--- config.mk ---
export PLATFORM = sky130hd
export DESIGN_NAME = traffic_phase_ctrl
export DESIGN_NICKNAME = d
export VERILOG_FILES = /design/src/rtl/traffic_phase_ctrl.sv
export SDC_FILE = /design/constraint.sdc
export NUM_CORES = 1
export LEC_CHECK = 0
export CORE_ASPECT_RATIO = 0.6
export CORE_MARGIN = 2
export CORE_UTILIZATION = 60
export DETAILED_ROUTE_END_ITERATION = 8
export PLACE_DENSITY_LB_ADDON = 0.12
export SYNTH_ARGS = -nofsm -noshare
export SYNTH_HDL_FRONTEND = slang
export SYNTH_SLANG_ARGS = --single-unit
--- constraint.sdc ---
create_clock -name CLK -period 6.55 [get_ports CLK]
set_input_delay 0.655 -clock CLK [delete_from_list [all_inputs] [get_ports CLK]]
set_output_delay 0.655 -clock CLK [all_outputs]
set_load 0.005 [all_outputs]
--- src/rtl/traffic_phase_ctrl.sv ---
// N-phase intersection light sequencer: round-robin green/yellow/all-red with flow-dependent green time.
// Optional emergency preemption is compiled in when TRAFFIC_PREEMPT_EN is defined.
module traffic_phase_ctrl #(
    parameter int NUM_PHASES   = 4,
    parameter int TICK_DIV     = 50000000,
    parameter int CNT_W        = 8,
    parameter int YELLOW_TIME  = 5,
    parameter int ALL_RED_TIME = 2,
    parameter int G_EQ         = 44,
    parameter int G_MED_HI     = 55,
    parameter int G_MED_LO     = 33,
    parameter int G_HVY_HI     = 66,
    parameter int G_HVY_LO     = 22,
    localparam int PW          = $clog2(NUM_PHASES)
) (
    input  logic                  CLK,
    input  logic                  Reset1,
    input  logic                  hold,
    input  logic [2:0]            flowspeed,
    input  logic [PW-1:0]         priority_sel,
`ifdef TRAFFIC_PREEMPT_EN
    input  logic                  emerg_req,
    input  logic [PW-1:0]         emerg_phase,
`endif
    output logic [NUM_PHASES-1:0] red,
    output logic [NUM_PHASES-1:0] yellow,
    output logic [NUM_PHASES-1:0] green,
    output logic [PW-1:0]         phase,
    output logic [CNT_W-1:0]      remaining,
    output logic [3:0]            bcd_tens,
    output logic [3:0]            bcd_ones,
    output logic                  phase_done,
    output logic                  cycle_done
);

    localparam int DW = (TICK_DIV > 1) ? $clog2(TICK_DIV) : 1;
    localparam logic [PW-1:0] LAST_PHASE = PW'(NUM_PHASES - 1);

    if (G_EQ >= (1 << CNT_W) || G_MED_HI >= (1 << CNT_W) || G_MED_LO >= (1 << CNT_W) ||
        G_HVY_HI >= (1 << CNT_W) || G_HVY_LO >= (1 << CNT_W) ||
        YELLOW_TIME >= (1 << CNT_W) || ALL_RED_TIME >= (1 << CNT_W)) begin : g_width_check
        $error("traffic_phase_ctrl: a state duration does not fit in CNT_W bits");
    end

    typedef enum logic [1:0] {S_GREEN, S_YELLOW, S_ALLRED} state_t;

    state_t                  state, state_nxt;
    logic [PW-1:0]           phase_nxt;
    logic [CNT_W-1:0]        remaining_nxt;
    logic [DW-1:0]           div_cnt, div_nxt;
    logic [NUM_PHASES-1:0]   onehot, red_nxt, yellow_nxt, green_nxt;
    logic                    phase_done_nxt, cycle_done_nxt;
    logic                    frozen, tick;
    logic [PW-1:0]           rr_next;
    int unsigned             rem_val;
`ifdef TRAFFIC_PREEMPT_EN
    logic                    pend, pend_nxt;
    logic [PW-1:0]           target, target_nxt;
`endif

    // Green time for phase p, decided only at the moment GREEN(p) is entered.
    function automatic logic [CNT_W-1:0] green_time(input logic [PW-1:0] p,
                                                    input logic [2:0]    fs,
                                                    input logic [PW-1:0] prio);
        logic hi;
        hi = (int'(prio) < NUM_PHASES) && (p == prio);
        case (fs)
            3'b001:         return hi ? CNT_W'(G_MED_HI) : CNT_W'(G_MED_LO);
            3'b011, 3'b111: return hi ? CNT_W'(G_HVY_HI) : CNT_W'(G_HVY_LO);
            default:        return CNT_W'(G_EQ);
        endcase
    endfunction

`ifdef TRAFFIC_PREEMPT_EN
    assign frozen = hold && !emerg_req;
`else
    assign frozen = hold;
`endif
    assign tick    = !frozen && (div_cnt == DW'(TICK_DIV - 1));
    assign rr_next = (phase == LAST_PHASE) ? '0 : phase + 1'b1;

    always_ff @(posedge CLK or negedge Reset1) begin
        if (!Reset1) begin
            state      <= S_ALLRED;
            phase      <= LAST_PHASE;
            remaining  <= CNT_W'(ALL_RED_TIME);
            div_cnt    <= '0;
            red        <= '1;
            yellow     <= '0;
            green      <= '0;
            phase_done <= 1'b0;
            cycle_done <= 1'b0;
`ifdef TRAFFIC_PREEMPT_EN
            pend       <= 1'b0;
            target     <= '0;
`endif
        end else begin
            state      <= state_nxt;
            phase      <= phase_nxt;
            remaining  <= remaining_nxt;
            div_cnt    <= div_nxt;
            red        <= red_nxt;
            yellow     <= yellow_nxt;
            green      <= green_nxt;
            phase_done <= phase_done_nxt;
            cycle_done <= cycle_done_nxt;
`ifdef TRAFFIC_PREEMPT_EN
            pend       <= pend_nxt;
            target     <= target_nxt;
`endif
        end
    end

    // A tick on the last second of a state advances it; lamps are derived from the next state.
    always_comb begin
        state_nxt      = state;
        phase_nxt      = phase;
        remaining_nxt  = remaining;
        div_nxt        = div_cnt;
        phase_done_nxt = 1'b0;
        cycle_done_nxt = 1'b0;
`ifdef TRAFFIC_PREEMPT_EN
        pend_nxt       = pend;
        target_nxt     = target;
        if (emerg_req) begin
            target_nxt = emerg_phase;
            pend_nxt   = !(state == S_GREEN && phase == emerg_phase);
        end
`endif
        if (!frozen)
            div_nxt = tick ? '0 : div_cnt + 1'b1;
`ifdef TRAFFIC_PREEMPT_EN
        if (emerg_req && state == S_GREEN) begin
            if (phase != emerg_phase) begin
                state_nxt     = S_YELLOW;
                remaining_nxt = CNT_W'(YELLOW_TIME);
            end
        end else
`endif
        if (tick) begin
            if (remaining == CNT_W'(1)) begin
                case (state)
                    S_GREEN: begin
                        state_nxt     = S_YELLOW;
                        remaining_nxt = CNT_W'(YELLOW_TIME);
                    end
                    S_YELLOW: begin
                        state_nxt     = S_ALLRED;
                        remaining_nxt = CNT_W'(ALL_RED_TIME);
                    end
                    default: begin
                        state_nxt      = S_GREEN;
                        phase_nxt      = rr_next;
`ifdef TRAFFIC_PREEMPT_EN
                        if (pend_nxt) begin
                            phase_nxt = target_nxt;
                            pend_nxt  = 1'b0;
                        end
`endif
                        remaining_nxt  = green_time(phase_nxt, flowspeed, priority_sel);
                        phase_done_nxt = 1'b1;
                        cycle_done_nxt = (phase == LAST_PHASE);
                    end
                endcase
            end else begin
                remaining_nxt = remaining - 1'b1;
            end
        end
        onehot     = NUM_PHASES'(1) << phase_nxt;
        green_nxt  = (state_nxt == S_GREEN)  ? onehot : '0;
        yellow_nxt = (state_nxt == S_YELLOW) ? onehot : '0;
        red_nxt    = ~(green_nxt | yellow_nxt);
    end

    always_comb begin
        rem_val = 32'(remaining);
        if (rem_val > 99) begin
            bcd_tens = 4'd9;
            bcd_ones = 4'd9;
        end else begin
            bcd_tens = 4'(rem_val / 10);
            bcd_ones = 4'(rem_val % 10);
        end
    end

endmodule
==> impl_metrics.py <==
metrics = {
    "detailed_routing": {
        "wl_mm": 7.46,
        "viasPerCell": 6.05,
        "drt_iter0_markers": 226,
        "dr.pass1.iters": 5,
        "ant_nets": 0,
        "drc_errors": 0,
        "vias": 2936,
        "wl_per_cell_um": 15.4,
    },
    "grt": {
        "grt_overflow": 0,
        "grt_pass1_wl_mm": 12.0,
        "grt.total_usage": 0.246,
        "antenna_found_initial": 0,
        "grt_pass1_vias": 2400,
        "grt_max_degree": 53,
    },
    "synth": {
        "synth_seq_cells": 52,
        "synthCells": 387,
        "yosysTopAreaCell": "dfrtp_1",
        "syn_area_um2": 3370,
        "avgSynthCellArea_um2": 8.71,
        "ys_types": 73,
        "ys.flop_type": "dfrtp_1",
        "synth-edff-count": 0,
        "synth_top_cells_by_area": "dfrtp_1 (33%), dfstp_2 (6.2%), nor2_1 (5.7%), nand2_1 (4.6%), xnor2_1 (4.2%)",
        "syn_nets": 403,
        "synth_warnings": 0,
        "synthArstFlopShare": 1.00,
        "ys_seq_area_frac": 0.389,
        "yosysTopAreaCellShare": 0.327,
    },
    "sta": {
        "rsz0062_at_grt": "false",
        "worst_slew_pin_slew_ns": 0.774,
        "fin_crit_sh": 0.823,
        "clock_skew_ns": 0.00581,
        "setup_viol": 0,
        "report.final.slew_viol_count": 0,
        "slew_headroom": 0.484,
        "min_period_ns": 5.39,
        "hold_slack_ns": 0.455,
        "setup_tns_ns": 0,
        "final-hold-violation-count": 0,
        "fmax_mhz": 186,
    },
    "clock_tree": {
        "h-tree-depth": 2,
        "cts-resized-gates": 0,
        "cts_hold_buf": 0,
        "path_clk_slew_ns": 0.10,
        "post_cts_buffers": 0,
        "clock_latency_ns": 0.30,
        "tritoncts": "yes",
        "clk_path_buf_depth": 2,
        "cts_sinks": 52,
        "cts_inserted_buffers": 5,
        "cts-root-buf": "clkbuf_8",
    },
    "pwr": {
        "pwr-share-clk": 0.330,
        "power.density_nw_per_um2": 151,
        "switching_share": 0.243,
        "seqPwrFrac": 0.604,
        "peakVddDrop_mv": 0.122,
        "power_frac_comb": 0.066,
        "netSwitchingPower_uw": 141,
        "leakage_uw": 0.00165,
        "p_int_uw": 441,
    },
    "layout": {
        "syn_to_final_growth_pct": 14.6,
        "layout_commonest_cell": "nor2_1",
        "num_antenna_cells": 0,
        "final_cell_mix": "nor2_1 (51), dfrtp_1 (44), nand2_1 (41), clkdlybuf4s50_1 (38), nand3_1 (22)",
        "drive_gt1_frac": 0.0986,
        "fill_cells": 456,
        "layout.nets": 431,
    },
    "floorplanning": {
        "die_x_um": 101,
        "rows": 21,
        "start_util": 0.614,
        "coreArea_um2": 5490,
        "dieArea_um2": 6260,
        "die_h_um": 62.1,
        "ios": 40,
    },
    "setup_path": {
        "cp-end-kind": "primary output",
        "setup.worst_path.start": "remaining[6]$_DFFE_PN0P_",
        "max_stage_delay_ns": 0.68,
        "cp_max_fo": 27,
        "r2r_start": "remaining[3]$_DFFE_PN0P_",
        "worst-path-buf-inv": 2,
        "crit_chain": "nor2_1, inv_1, ha_1, nand3b_1, nor3_1, nor4_4, and4b_4, nor4_2, xnor2_1, ha_1, nor2_1, nand2_1, a21oi_1, a311o_1, clkdlybuf4s50_1",
        "cp_data_required_time_ns": 5.89,
        "worstSetupPathType": "reg2out",
        "crit_family": "simple AND/OR/NAND/NOR gates",
        "cp_data_arrival_time_ns": 4.74,
        "worstSetupStartpointType": "flip-flop",
        "critPathSlowestCell": "dfrtp_1",
    },
    "placed_design": {
        "io_buffer_count": 39,
        "post-dp-hpwl_mm": 5.41,
        "place.gp.congestion": 0.793,
    },
    "min_path": {
        "hp-class": "in2async",
    },
    "run": {
        "maxCapViolations": 0,
    },
    "run_status": {
        "run_status": "finished clean",
    },
}
-- logic make-up (layout without fill, tap and decap cells) --
family                   after synthesis  count (layout)  share of synthesized area
flip-flops                            52              52                      0.389
multiplexers                           2               2                    0.00779
AO/OA/AOI/OAI                         76              76                      0.153
buffers and inverters                 30              59                     0.0408
XOR/XNOR                              29              29                     0.0753
adder cells (fa/ha/maj)                9               9                     0.0330
AND/OR/NAND/NOR                      189             189                      0.302
-- worst register-to-register path: cells and delay by family (launching register included) --
kind,cells,cell delay [ns]
xor gates and xnor gates,1,0.19
and+or+nand+nor,5,1.80
DFF,1,0.65
-- metal layers --
metal / GRT usage / wire length [um] / vias to the layer above
li1: - / - / 1437
met1: 0.418 / 3970 / 1381
met2: 0.313 / 2950 / 113
met3: 0.0447 / 516 / 5
met4: 0.0470 / 29 / 0
met5: 0 / 0 / -
-- worst paths after layout --
check,endpoint,slack [ns],cells after the start
setup / recovery,bcd_ones[3],1.16,15
hold reg to reg,div_cnt[6]$_DFFE_PN0N_,0.47,1
min in group CLK,div_cnt[6]$_DFFE_PN0N_,0.47,1
hold / removal,yellow[3]$_DFF_PN0_,0.45,2
max in group asynchronous,div_cnt[2]$_DFFE_PN0N_,5.68,2
setup reg to reg,yellow[0]$_DFF_PN0_,3.84,6
-- power by group through the flow --
stage                     logic (uW)  registers, uW  clock network (uW)
after detailed placement        38.5            357                   0
after floorplan                 24.3            354                   0
after global placement          37.9            356                   0
after global routing            43.6            354                 209
after CTS                       39.2            351                 196
final                           38.2            352                 192
-- layout make-up --
| cell class | count | area, um2 | area share |
|---|---|---|---|
| clock inverter | 2 | 15.0 | 0.00388 |
| clock buffer | 6 | 82.6 | 0.0214 |
| sequential | 52 | 1310 | 0.339 |
| inverter | 10 | 37.5 | 0.00971 |
| tap | 69 | 86.3 | 0.0223 |
| multi-input combinational | 305 | 1930 | 0.500 |
| timing repair buffer | 41 | 400 | 0.104 |
-- through the flow --
stage          power, uW  cell area, um2  setup slack [ns]  std cells   util
6_report             582            3860              1.16        485  0.704
5_1_grt              606            3860             0.791        485  0.704
4_1_cts              586            3860              1.21        485  0.704
3_5_place_dp         396            3770              1.60        477  0.686
3_3_place_gp         394            3770              1.71        477  0.686
2_1_floorplan        378            3370              2.33        387      -
-- cell usage after synthesis (all sizes together), types with 3 or more instances --
master   n
xor2    13
a21oi   19
or3      4
buf     12
o31ai    3
dfstp    8
clkbuf   8
a22oi    3
nand2b  10
nor3     9
o21ai   18
dfrtp   44
o211ai   3
nand3   22
a31oi    4
nand4    8
nor4     9
and3     7
inv     10
ha       8
xnor2   16
a22o     3
and4     7
nor2    51
and2     5
nand2   41
a21o     3
-- state kept, by name, indices dropped and copies added, names as in the netlist --
register / count
cycle_done: 1
div_cnt: 26
green: 4
phase: 2
phase_done: 1
red: 4
remaining: 8
state: 2
yellow: 4
No activity file was read; power rests on OpenSTA's default activity.
